## config.mk

```make
export PLATFORM = sky130hd
export DESIGN_NAME = pb_timer_irq
export DESIGN_NICKNAME = d
export VERILOG_FILES = /design/src/rtl/pb_timer_irq_pkg.sv /design/src/rtl/pb_irq_handshake.sv /design/src/rtl/pb_timer_irq.sv
export SDC_FILE = /design/constraint.sdc
export NUM_CORES = 1
export LEC_CHECK = 0
export ABC_AREA = 1
export CORE_MARGIN = 10
export CORE_UTILIZATION = 45
export DETAILED_ROUTE_END_ITERATION = 10
export HOLD_SLACK_MARGIN = 0.15
export MAX_ROUTING_LAYER = met4
export PLACE_DENSITY = 0.67
export SLEW_MARGIN = 0
export SYNTH_ARGS = -nofsm -noshare
export SYNTH_HDL_FRONTEND = slang
export SYNTH_SLANG_ARGS = --single-unit
```

## constraint.sdc

```tcl
create_clock -name clk -period 1.7 [get_ports clk]
set_clock_uncertainty 0.2 [all_clocks]
set_input_delay 0.255 -clock clk [delete_from_list [all_inputs] [get_ports clk]]
set_output_delay 0.255 -clock clk [all_outputs]
set_load 0.1 [all_outputs]
```

## src/rtl/pb_timer_irq_pkg.sv

```systemverilog
// pb_timer_irq_pkg: register offsets, bit indices and irq FSM states for pb_timer_irq
package pb_timer_irq_pkg;
  localparam logic [2:0] OFF_CTRL      = 3'd0;
  localparam logic [2:0] OFF_RELOAD_LO = 3'd1;
  localparam logic [2:0] OFF_RELOAD_HI = 3'd2;
  localparam logic [2:0] OFF_STATUS    = 3'd3;
  localparam logic [2:0] OFF_COUNT_LO  = 3'd4;
  localparam logic [2:0] OFF_COUNT_HI  = 3'd5;
  localparam int CTRL_EN       = 0;
  localparam int CTRL_AUTO     = 1;
  localparam int CTRL_IRQ_EN   = 2;
  localparam int STAT_EXP      = 0;
  localparam int STAT_IRQ_PEND = 1;
  typedef enum logic [1:0] {
    IRQ_IDLE   = 2'd0,
    IRQ_ASSERT = 2'd1,
    IRQ_GAP    = 2'd2
  } irq_state_e;
endpackage

```

## src/rtl/pb_irq_handshake.sv

```systemverilog
// pb_irq_handshake: interrupt request/acknowledge FSM with a one-deep queued expire
module pb_irq_handshake
  import pb_timer_irq_pkg::*;
(
  input  logic clk,
  input  logic rst,
  input  logic expire,
  input  logic irq_en,
  input  logic interrupt_ack,
  output logic interrupt,
  output logic irq_pend
);
  irq_state_e state_q, state_d;
  logic pend_q, pend_d;
  logic ev;
  always_comb begin
    ev = expire && irq_en;
    state_d = state_q;
    pend_d = pend_q;
    case (state_q)
      IRQ_IDLE: state_d = ev ? IRQ_ASSERT : IRQ_IDLE;
      IRQ_ASSERT: begin
        state_d = interrupt_ack ? ((pend_q || ev) ? IRQ_GAP : IRQ_IDLE) : IRQ_ASSERT;
        pend_d = !interrupt_ack && (pend_q || ev);
      end
      IRQ_GAP: begin
        state_d = IRQ_ASSERT;
        pend_d = pend_q || ev;
      end
      default: begin
        state_d = IRQ_IDLE;
        pend_d = 1'b0;
      end
    endcase
  end
  always_ff @(posedge clk) begin
    if (rst) begin
      state_q <= IRQ_IDLE;
      pend_q <= 1'b0;
    end else begin
      state_q <= state_d;
      pend_q <= pend_d;
    end
  end
  assign interrupt = (state_q == IRQ_ASSERT);
  assign irq_pend = (state_q != IRQ_IDLE) || pend_q;
endmodule

```

## src/rtl/pb_timer_irq.sv

```systemverilog
// pb_timer_irq: PicoBlaze port-mapped prescaled down-counter timer with interrupt
module pb_timer_irq
  import pb_timer_irq_pkg::*;
#(
  parameter logic [7:0] BASE_ADDR = 8'h10,
  parameter int PRESCALE = 100
) (
  input  logic       clk,
  input  logic       reset,
  input  logic [7:0] port_id,
  input  logic [7:0] out_port,
  input  logic       write_strobe,
  input  logic       read_strobe,
  output logic [7:0] in_port,
  output logic       interrupt,
  input  logic       interrupt_ack
);
  localparam int PW = (PRESCALE > 1) ? $clog2(PRESCALE) : 1;
  localparam logic [PW-1:0] PRE_MAX = PW'(PRESCALE - 1);
  logic [2:0] ctrl_q, ctrl_d;
  logic [15:0] reload_q, reload_d, count_q, count_d;
  logic [PW-1:0] presc_q, presc_d;
  logic exp_q, exp_d;
  logic [7:0] shadow_q, shadow_d, in_port_q, in_port_d, rdata;
  logic sel, wr, rd, tick, expire, irq_pend;
  logic [2:0] off;
  always_comb begin
    sel = (port_id[7:3] == BASE_ADDR[7:3]);
    off = port_id[2:0];
    wr = write_strobe && sel;
    rd = read_strobe && sel;
    tick = ctrl_q[CTRL_EN] && (presc_q == '0);
    expire = tick && (count_q == '0);
    presc_d = !ctrl_q[CTRL_EN] ? presc_q : tick ? PRE_MAX : presc_q - 1'b1;
    count_d = !tick ? count_q : (count_q != '0) ? count_q - 16'd1 :
              ctrl_q[CTRL_AUTO] ? reload_q : count_q;
    ctrl_d = ctrl_q;
    ctrl_d[CTRL_EN] = ctrl_q[CTRL_EN] && !(expire && !ctrl_q[CTRL_AUTO]);
    // A CTRL write overrides the counter's own EN clear; a 0->1 EN edge restarts the period
    if (wr && off == OFF_CTRL) begin
      ctrl_d = out_port[2:0];
      if (out_port[CTRL_EN] && !ctrl_q[CTRL_EN]) begin
        count_d = reload_q;
        presc_d = PRE_MAX;
      end
    end
    reload_d[7:0] = (wr && off == OFF_RELOAD_LO) ? out_port : reload_q[7:0];
    reload_d[15:8] = (wr && off == OFF_RELOAD_HI) ? out_port : reload_q[15:8];
    exp_d = expire || (exp_q && !(wr && off == OFF_STATUS && out_port[STAT_EXP]));
    shadow_d = (rd && off == OFF_COUNT_LO) ? count_q[15:8] : shadow_q;
    case (off)
      OFF_CTRL:      rdata = {5'd0, ctrl_q};
      OFF_RELOAD_LO: rdata = reload_q[7:0];
      OFF_RELOAD_HI: rdata = reload_q[15:8];
      OFF_STATUS:    rdata = {6'd0, irq_pend, exp_q};
      OFF_COUNT_LO:  rdata = count_q[7:0];
      OFF_COUNT_HI:  rdata = shadow_q;
      default:       rdata = 8'd0;
    endcase
    in_port_d = sel ? rdata : 8'd0;
  end
  always_ff @(posedge clk) begin
    if (reset) begin
      ctrl_q <= '0;
      reload_q <= 16'hFFFF;
      count_q <= '0;
      presc_q <= '0;
      exp_q <= 1'b0;
      shadow_q <= '0;
      in_port_q <= '0;
    end else begin
      ctrl_q <= ctrl_d;
      reload_q <= reload_d;
      count_q <= count_d;
      presc_q <= presc_d;
      exp_q <= exp_d;
      shadow_q <= shadow_d;
      in_port_q <= in_port_d;
    end
  end
  pb_irq_handshake u_irq (
    .clk(clk),
    .rst(reset),
    .expire(expire),
    .irq_en(ctrl_q[CTRL_IRQ_EN]),
    .interrupt_ack(interrupt_ack),
    .interrupt(interrupt),
    .irq_pend(irq_pend)
  );
  assign in_port = in_port_q;
endmodule

```

Word-level counts from Yosys, hierarchy flattened
Index checks and enable logic that the tools add are counted.
- register bits: 62
- latch bits: 0
- memories kept: 0
- bits in read-only memories: 0
- RAM bits: 0
- multiplexer cells: 16
- divide/modulo/power cells: 0
- equal/unequal tests: 8
- multipliers: 0
- order comparisons: 0
- add/subtract/negate cells: 2
- bitwise logic cells: 1
- shifts and indexed selects: 0
- reduce and logical (&&, ||, !) cells: 31
- operators with widths (operator ; number):
    16-bit two-way mux ; 5
    8-bit one-hot mux with 6 select lines ; 1
    7-bit two-way mux ; 4
    1-bit logical AND ; 16
    16-bit logical NOT ; 1
    16-bit nonzero test ; 1
    16-bit by 1-bit subtractor with 16-bit output, second input constant ; 1
    7-bit logical NOT ; 1
    7-bit by 1-bit subtractor with 7-bit output, second input constant ; 1
    3-bit by 2-bit == test with 1-bit output, second input constant ; 2
    3-bit == test, second input constant ; 2
    2-bit one-hot mux with 3 select lines ; 1
    5-bit by 2-bit == test with 1-bit output, second input constant ; 1
    1-bit logical NOT ; 5
    2-bit two-way mux ; 2
    3-bit by 1-bit == test with 1-bit output, second input constant ; 1
    3-bit logical NOT ; 1
    1-bit logical OR ; 3
    1-bit one-hot mux with 3 select lines ; 1
    2-bit by 1-bit == test with 1-bit output, second input constant ; 1
    2-bit == test, second input constant ; 1
    2-bit logical NOT ; 1
    1-bit two-way mux ; 2
    2-bit nonzero test ; 1
    other kinds (2) ; 2

Depth between registers and ports, before layout
Gate-level depths: netlist of the first run.
- depth in word-level cells: 8
- gate-level depth with buffers: 11
- gate-level depth less buffers: 11

By module
Synthesis of the first run repeated with hierarchy kept, for this count alone.
- cells, all modules: 540
- area, all modules: 3676.0 sq um
- by module, submodules not included (module ; sequential area each (sq um) ; cells an instance ; area an instance (sq um) ; times used):
    pb_timer_irq ; 1181.1 ; 513 ; 3463.3 ; 1
    pb_irq_handshake ; 60.1 ; 27 ; 212.7 ; 1

Least setup slack after synthesis of the first run
OpenSTA, ideal clock, no wires.
- kind: register to register
- start point: register u_irq.state_q[1]
- end point: register u_irq.pend_q
- stages on the path, launching flop included: 7
- arrival time: 1.628 ns
- buffers on the path: 0
- path slack: -0.198 ns
- clock period less this slack: 1.898 ns
- cell sequence: dfxtp_1 inv_1 ha_1 a21oi_1 nor2_1 nand2_1 a21oi_1
- cells in the longest elaborated chain, start to end: 2
- RTL lines (element ; line ; text):
    start: declaration ; pb_irq_handshake.sv:13 ; irq_state_e state_q, state_d;
    start signal: assignment ; pb_irq_handshake.sv:41 ; state_q <= state_d;
    2-bit by 1-bit == test with 1-bit output ; - ;
    via interrupt ; pb_timer_irq.sv:15 ; output logic interrupt,
    1-bit one-hot mux with 3 select lines ; pb_irq_handshake.sv:20 ; case (state_q)
    end signal: assignment ; pb_irq_handshake.sv:42 ; pend_q <= pend_d;
    end: declaration ; pb_irq_handshake.sv:14 ; logic pend_q, pend_d;
The timed path passes the listed nets, and every way through them passes these cells.
A chain may end at the register's enable or synchronous reset.

Final worst setup path of the first run
- start point: register presc_q[0]
- end point: register count_q[14]
- cells in the longest elaborated chain, start to end: 5
- RTL lines (element ; line ; text):
    start: declaration ; pb_timer_irq.sv:22 ; logic [PW-1:0] presc_q, presc_d;
    start signal: assignment ; pb_timer_irq.sv:75 ; presc_q <= presc_d;
    7-bit logical NOT (*) ; pb_timer_irq.sv:32 ; tick = ctrl_q[CTRL_EN] && (presc_q == '0);
    1-bit logical AND (*) ; pb_timer_irq.sv:32 ;
    16-bit two-way mux (*) ; pb_timer_irq.sv:35 ; count_d = !tick ? count_q : (count_q != '0) ? count_q - 16'd1 :
    16-bit two-way mux ; pb_timer_irq.sv:42 ; if (out_port[CTRL_EN] && !ctrl_q[CTRL_EN]) begin
    16-bit two-way mux (*) ; pb_timer_irq.sv:40 ; if (wr && off == OFF_CTRL) begin
    end signal: assignment ; pb_timer_irq.sv:74 ; count_q <= count_d;
    end: declaration ; pb_timer_irq.sv:21 ; logic [15:0] reload_q, reload_d, count_q, count_d;
Every way passes the cells marked *; elsewhere a longest branch is shown, timed or not.

==> run metrics, run 1 <==
cell area after layout 0.00514 mm^2; ys async rst share 0; Sink Count a little over 60; core area 0.00777 mm^2; CP delay by family, top simple AND/OR/NAND/NOR gates; power density over the cells just under 600 mW/mm^2; post-route ant nets 0; Setup CP Type reg2reg; Mapped Cells between 500 and 600; synth warn 0; Mean Syn Cell Area between 6 and 7 um^2; Area Overhead vs Synth 42.5%; CTS max path bufs 2; Critical Path End Type flip-flop; largest net degree at the start of global routing 36; die height 110 um; Seq/Total Area, Yosys 0.344; # rows 32; routability cong. 0.967; worst vdd ir 478 uV; synth unique cells 35; starting DRC count in detailed routing between 200 and 300; num ports 30; Synth top area share 0.344; first-pass GRT wire length roughly 18 mm; RSZ-0062 raised after global routing true; number of global-route vias before repair 3659; Post-Route WL between 10 and 15 mm; Die Area around 0.012 mm^2; Leak Pwr roughly 0.0022 uW; diode count 0; pre-CTS setup slack -366 ps; critical-path maximum fanout 7; Post-Synthesis Cell Area 0.00361 mm^2; Nets just under 700; initial core utilization 0.464; CTS Hold Bufs 0; drt drc 0; Tightest Hold Check Type reg2reg; CP arrival ~1800 ps; TritonRoute pass-1 iters 7; Post-DP Area roughly 0.0046 mm^2; Slew Limit Fails 0; layout cells sized above 1 0.280; clk_lat worst skew 350 ps; number of flops mapped to enable cells by yosys 0; Final Hold Viols 0; Synth area leaders dfxtp_1 34%, nand2_1 14%, nor2_1 6.6%; TritonCTS clock tree yes; fin crit period around 1800 ps; slew margin rel. 0.704; commonest cells in the netlist 139 x nand2_1, 63 x nor2_1, 62 x dfxtp_1, 53 x inv_1, 40 x o21ai_0; Port Buf Inserts 29; cell type with the largest total area after synthesis dfxtp_1; Post-Route Setup TNS -278 ps; chip width around 110 um; CTS Buf Count 9; Reg clk slew, reported paths about 80 ps; peak per-stage delay on the critical path between 300 and 400 ps; GRT Residual Overflow 0; CP required around 1700 ps; final setup fails 10; critical path, cell by cell inv_2, ha_4, nand2_4, nor2_4, nand2_2, nor2_4, buf_6, nand3_1, a21oi_2, a21oi_2; CTS HTree Levels 3; crit path launch type flip-flop; hpwl dp a little over 8 mm; Bufs and invs on worst path 2; max frequency roughly 570 MHz; total global-route track usage 0.192; DR vias between 4000 and 5000; vias per inst roughly 5.3; worst slew pin tran between 400 and 500 ps; initial antenna violation count 0; Slowest-stage cell, CP dfxtp_2; Main synth FF type dfxtp_1; failing checks negative setup slack; count of state elements after synthesis 62; DR WL/cell approximately 16 um; Final period util 1.04; Synthesized Nets 572; clock tree root buffer cell clkbuf_8; MaxCap Viol Count 0; Final Power ~3100 uW; outcome finished, violations left; setup ws final -65.7 ps; top-count cell post-synth nand2_1
cells in the final DEF, fill, tap and decap left out, types with 7 or more instances in the layout:
cell,count
inv_1,48
a21oi_1,32
a211oi_1,7
nand3_1,34
nor2_2,8
clkbuf_8,11
nand2_1,131
clkdlybuf4s50_1,18
dfxtp_1,58
nand2_2,12
buf_6,7
inv_2,13
o21ai_0,32
o21ai_1,15
o22ai_1,8
nor2_4,13
nor2_1,56
buf_12,13
xor2_1,7
buf_4,65
path summary, 6_finish.rpt:
path	start	to	slack, ps	cells past startpoint
setup / recovery	presc_q[0]	count_q[14]	-70	10
hold / removal	presc_q[2]	presc_q[2]	270	2
setup reg to reg	presc_q[0]	count_q[14]	-70	10
hold reg to reg	presc_q[2]	presc_q[2]	270	2
metrics by stage:
step	utilization	hold WS, ps	instances
global placement	0.588	252	725
floorplan	-	181	544
detailed placement	0.588	265	725
CTS	0.630	276	742
finish	0.662	273	753
global route	0.662	304	753
power breakdown:
group | internal, uW | switching, uW | total (uW)
sequential | 1450 | 2.97 | 1460
clock | 754 | 616 | 1370
combinational | 114 | 124 | 238
layout make-up:
type / count / area, um^2
fill: 674 / 2630
multi-input combinational: 405 / 2260
sequential: 62 / 1250
timing repair buffer: 106 / 1060
inverter: 62 / 238
clock buffer: 11 / 151
tap: 102 / 128
clock inverter: 5 / 57.6
state kept, by name, indices dropped and copies added (netlist names):
signal / count
count_q: 16
ctrl_q: 3
exp_q: 1
in_port: 8
presc_q: 7
reload_q: 16
shadow_q: 8
u_irq.pend_q: 1
u_irq.state_q: 2
logic make-up (layout without fill, tap and decap cells):
| kind of cell | count (synthesis) | count (layout) | synth area share |
|---|---|---|---|
| DFF | 62 | 62 | 0.344 |
| buffers and inverters | 80 | 184 | 0.0919 |
| xor gates and xnor gates | 8 | 8 | 0.0194 |
| and+or+nand+nor | 276 | 279 | 0.351 |
| AOI/OAI and AO/OA | 111 | 111 | 0.169 |
| adders and majority gates | 7 | 7 | 0.0243 |
worst register-to-register path: stages (launching register included):
cell and delay, ps:
dfxtp_2 330, inv_2 70, ha_4 140, nand2_4 60
nor2_4 100, nand2_2 80, nor2_4 180, buf_6 150
nand3_1 100, a21oi_2 170, a21oi_2 70
timing repair:
| item | in CTS | in global routing |
|---|---|---|
| gates cloned | 0 | 4 |
| buffers inserted | 1 | 7 |
| pin swaps | 3 | 17 |
| resized for setup | 26 | 50 |
| endpoints found under the setup margin | 26 | 28 |
metal layers:
metal  up-vias  GRT usage  routed length, um
met5         -          -                  0
met4         0     0.0678                260
met3        25     0.0322                876
met2       175      0.301               5530
met1      1822      0.243               5080
li1       1988          -                  -
No activity file was read; power rests on OpenSTA's default activity.
==> inputs of run 2 (changes only) <==
--- a/config.mk
+++ b/config.mk
@@ -9,6 +9,7 @@
 export CORE_MARGIN = 10
 export CORE_UTILIZATION = 45
 export DETAILED_ROUTE_END_ITERATION = 10
+export GPL_ROUTABILITY_DRIVEN = 0
 export HOLD_SLACK_MARGIN = 0.15
 export MAX_ROUTING_LAYER = met4
 export PLACE_DENSITY = 0.67
==> constraint.sdc (replaced) <==
create_clock -name clk -period 1.7 [get_ports clk]
set_clock_uncertainty 0.2 [all_clocks]
set_input_delay 0.255 -clock clk [delete_from_list [all_inputs] [get_ports clk]]
set_output_delay 0.255 -clock clk [all_outputs]
set_load 0.05 [all_outputs]
==> run 2 against run 1 <==
  * The run still ends with negative setup slack left
  * Power shrank 0.28%
  * Utilization is 0.32 points higher
  * First-iteration DRC count increased by 8.4%
  * Maximum frequency increased by 0.90%
  * Count of clock-buffer cells in the layout up 1
  * Routed wire length up 1.7%
  * Worst hold slack worse by 1.4 ps
  * Register-to-register slack improved by 20 ps
  * Critical path type unchanged
==> run metrics, run 2 (same netlist as run 1, synthesis figures left out) <==
Final Hold Viols 0 (unchanged); TritonRoute pass-1 iters 5 (-2); CP required 1770 ps (+30 ps); met3 Use GR 0.0322 (unchanged); CTS Buf Count 9 (unchanged); Nets 681 (+1.0%); Post-Route WL 11.9 mm (+1.7%); peak per-stage delay on the critical path 330 ps (about the same); critical path, cell by cell inv_2, ha_4, nand2_4, nor2_4, nand2_2, nor2_4, buf_6, buf_6, buf_6, nand2_2, a21oi_1; critical-path maximum fanout 6 (-1); hpwl dp 8.24 mm (-0.54%); hold path start presc_q[2]; Port Buf Inserts 29 (unchanged); post-route ant nets 0 (unchanged); Fill cells 682 (+1.2%); commonest non-fill, non-tap cell in the layout nand2_1; worst slew pin tran 462 ps (+18.5 ps); cell area after layout 0.00516 mm^2 (+0.49%); TritonCTS clock tree yes; Leak Pwr 0.00224 uW (+2.6%); Crit path top cell by count buf_6; chip width 110 um (unchanged); worst hold path depth 2 (unchanged); layout cells sized above 1 0.324 (+0.0446); first-pass GRT wire length 17.9 mm (+0.54%); Sink Count 62 (unchanged); diode count 0 (unchanged); storage element area 0.00125 mm^2 (unchanged); fin crit period 1750 ps (-15.7 ps); slew margin rel. 0.691 (-0.0124); max frequency 571 MHz (+0.90%); Slowest-stage cell, CP dfxtp_2; met1 GRT Util 0.236 (-0.00687); CP arrival 1820 ps (about the same); clock tree root buffer cell clkbuf_8; DR WL/cell 15.7 um (+0.88%); vias per inst 5.41 (+1.5%); r2r worst-path depth 11 (+1); outcome finished, violations left; Reg clk slew, reported paths 70 ps (about the same); biggest regs count_q: 16 flops, reload_q: 16 flops; MaxCap Viol Count 0 (unchanged); final setup fails 8 (-2); Area Overhead vs Synth 43.2%; DR vias 4104 (+2.3%); setup ws final -50.0 ps (+15.7 ps); GRT Residual Overflow 0 (unchanged); worst vdd ir 502 uV (+5.0%); Final period util 1.03 (-0.00922); CTS max path bufs 2 (unchanged); M2 GR Usage 0.323 (+0.0221); failing checks negative setup slack; drt drc 0 (unchanged); pre-CTS setup slack -347 ps (+18.9 ps); launch point of the worst reg-to-reg path presc_q[1]; total global-route track usage 0.194 (+0.00209); num ports 30 (unchanged); Most Crowded Layer GR met2; Tightest Hold Check Type reg2reg; crit path launch presc_q[1]; # placed instances 724 (-0.14%); Die Area 0.0120 mm^2 (unchanged); clk_lat worst skew 340 ps (about the same); Final Non-Filler Cells 759 (+0.80%); number of global-route vias before repair 3713 (+1.5%); largest net degree at the start of global routing 19 (-47%); CTS Hold Bufs 0 (unchanged); die height 110 um (unchanged); initial antenna violation count 0 (unchanged); CTS HTree Levels 3 (unchanged); Critical Path End Type flip-flop; Post-DP Area 0.00444 mm^2 (-2.7%); RSZ-0062 raised after global routing true; crit path launch type flip-flop; Multi-input gate area 0.00233 mm^2 (+2.8%); Final Power 3060 uW (-0.28%); # rows 32 (unchanged); Slew Limit Fails 0 (unchanged); power density over the cells 592 mW/mm^2 (-0.76%); initial core utilization 0.464 (unchanged); core area 0.00777 mm^2 (unchanged); commonest non-fill, non-tap cells in the layout 123 x nand2_1, 77 x buf_4, 58 x dfxtp_1; Setup CP Type reg2reg; starting DRC count in detailed routing 324 (+8.4%)
## run 2: path summary, 6_finish.rpt
path                              endpoint  slack [ps]
worst min-delay path            presc_q[2]         270
worst max-delay path            count_q[5]         -50
worst min register to register  presc_q[2]         270
worst max register to register  count_q[5]         -50
## run 2: worst max-delay path, delay by kind of cell (launching register included)
| family | cells | cell delay [ps] |
|---|---|---|
| buffers and inverters | 4 | 460 |
| adder cells (fa/ha/maj) | 1 | 150 |
| AO/OA/AOI/OAI | 1 | 110 |
| AND/OR/NAND/NOR | 5 | 450 |
| flip-flops | 1 | 330 |
## run 2: layer usage
| layer | up-vias | part of all wire |
|---|---|---|
| met5 | - | 0 |
| met4 | 0 | 0.025 |
| met3 | 32 | 0.070 |
| met2 | 167 | 0.48 |
| met1 | 1897 | 0.42 |
| li1 | 2008 | - |
## run 2: final cells by class
class	instances	share of cell area
clock inverter	3	0.00824
clock buffer	12	0.0320
inverter	62	0.0470
multi-input combinational	405	0.450
tap	102	0.0247
sequential	62	0.241
timing repair buffer	113	0.196
## run 2: what timing repair did
item	CTS	global route
gates resized for setup	39	75
cloned	1	2
setup buffers	2	16
hold endpoints to repair	0	0
endpoints found under the setup margin	27	52
pin swaps	9	33
## run 2: report_power, final
group / switching, uW / internal, uW / total [uW]
Combinational: 128 / 118 / 246
Clock: 566 / 787 / 1350
Sequential: 2.82 / 1450 / 1460
## run 2: through the flow
step | hold WS, ps | util | TNS, ps
final | 272 | 0.665 | -138
after global routing | 290 | 0.665 | -1920
after CTS | 269 | 0.621 | -23.2
after detailed placement | 257 | 0.572 | -15990
after global placement | 252 | 0.572 | -14640
after floorplan | 181 | - | 0
==> inputs of run 3 (changes only) <==
--- a/config.mk
+++ b/config.mk
@@ -17,3 +17,4 @@
 export SYNTH_ARGS = -nofsm -noshare
 export SYNTH_HDL_FRONTEND = slang
 export SYNTH_SLANG_ARGS = --single-unit
+export TNS_END_PERCENT = 100
==> results of run 3 <==
The final DEF is identical to that of run 2; final timing and power are the same.
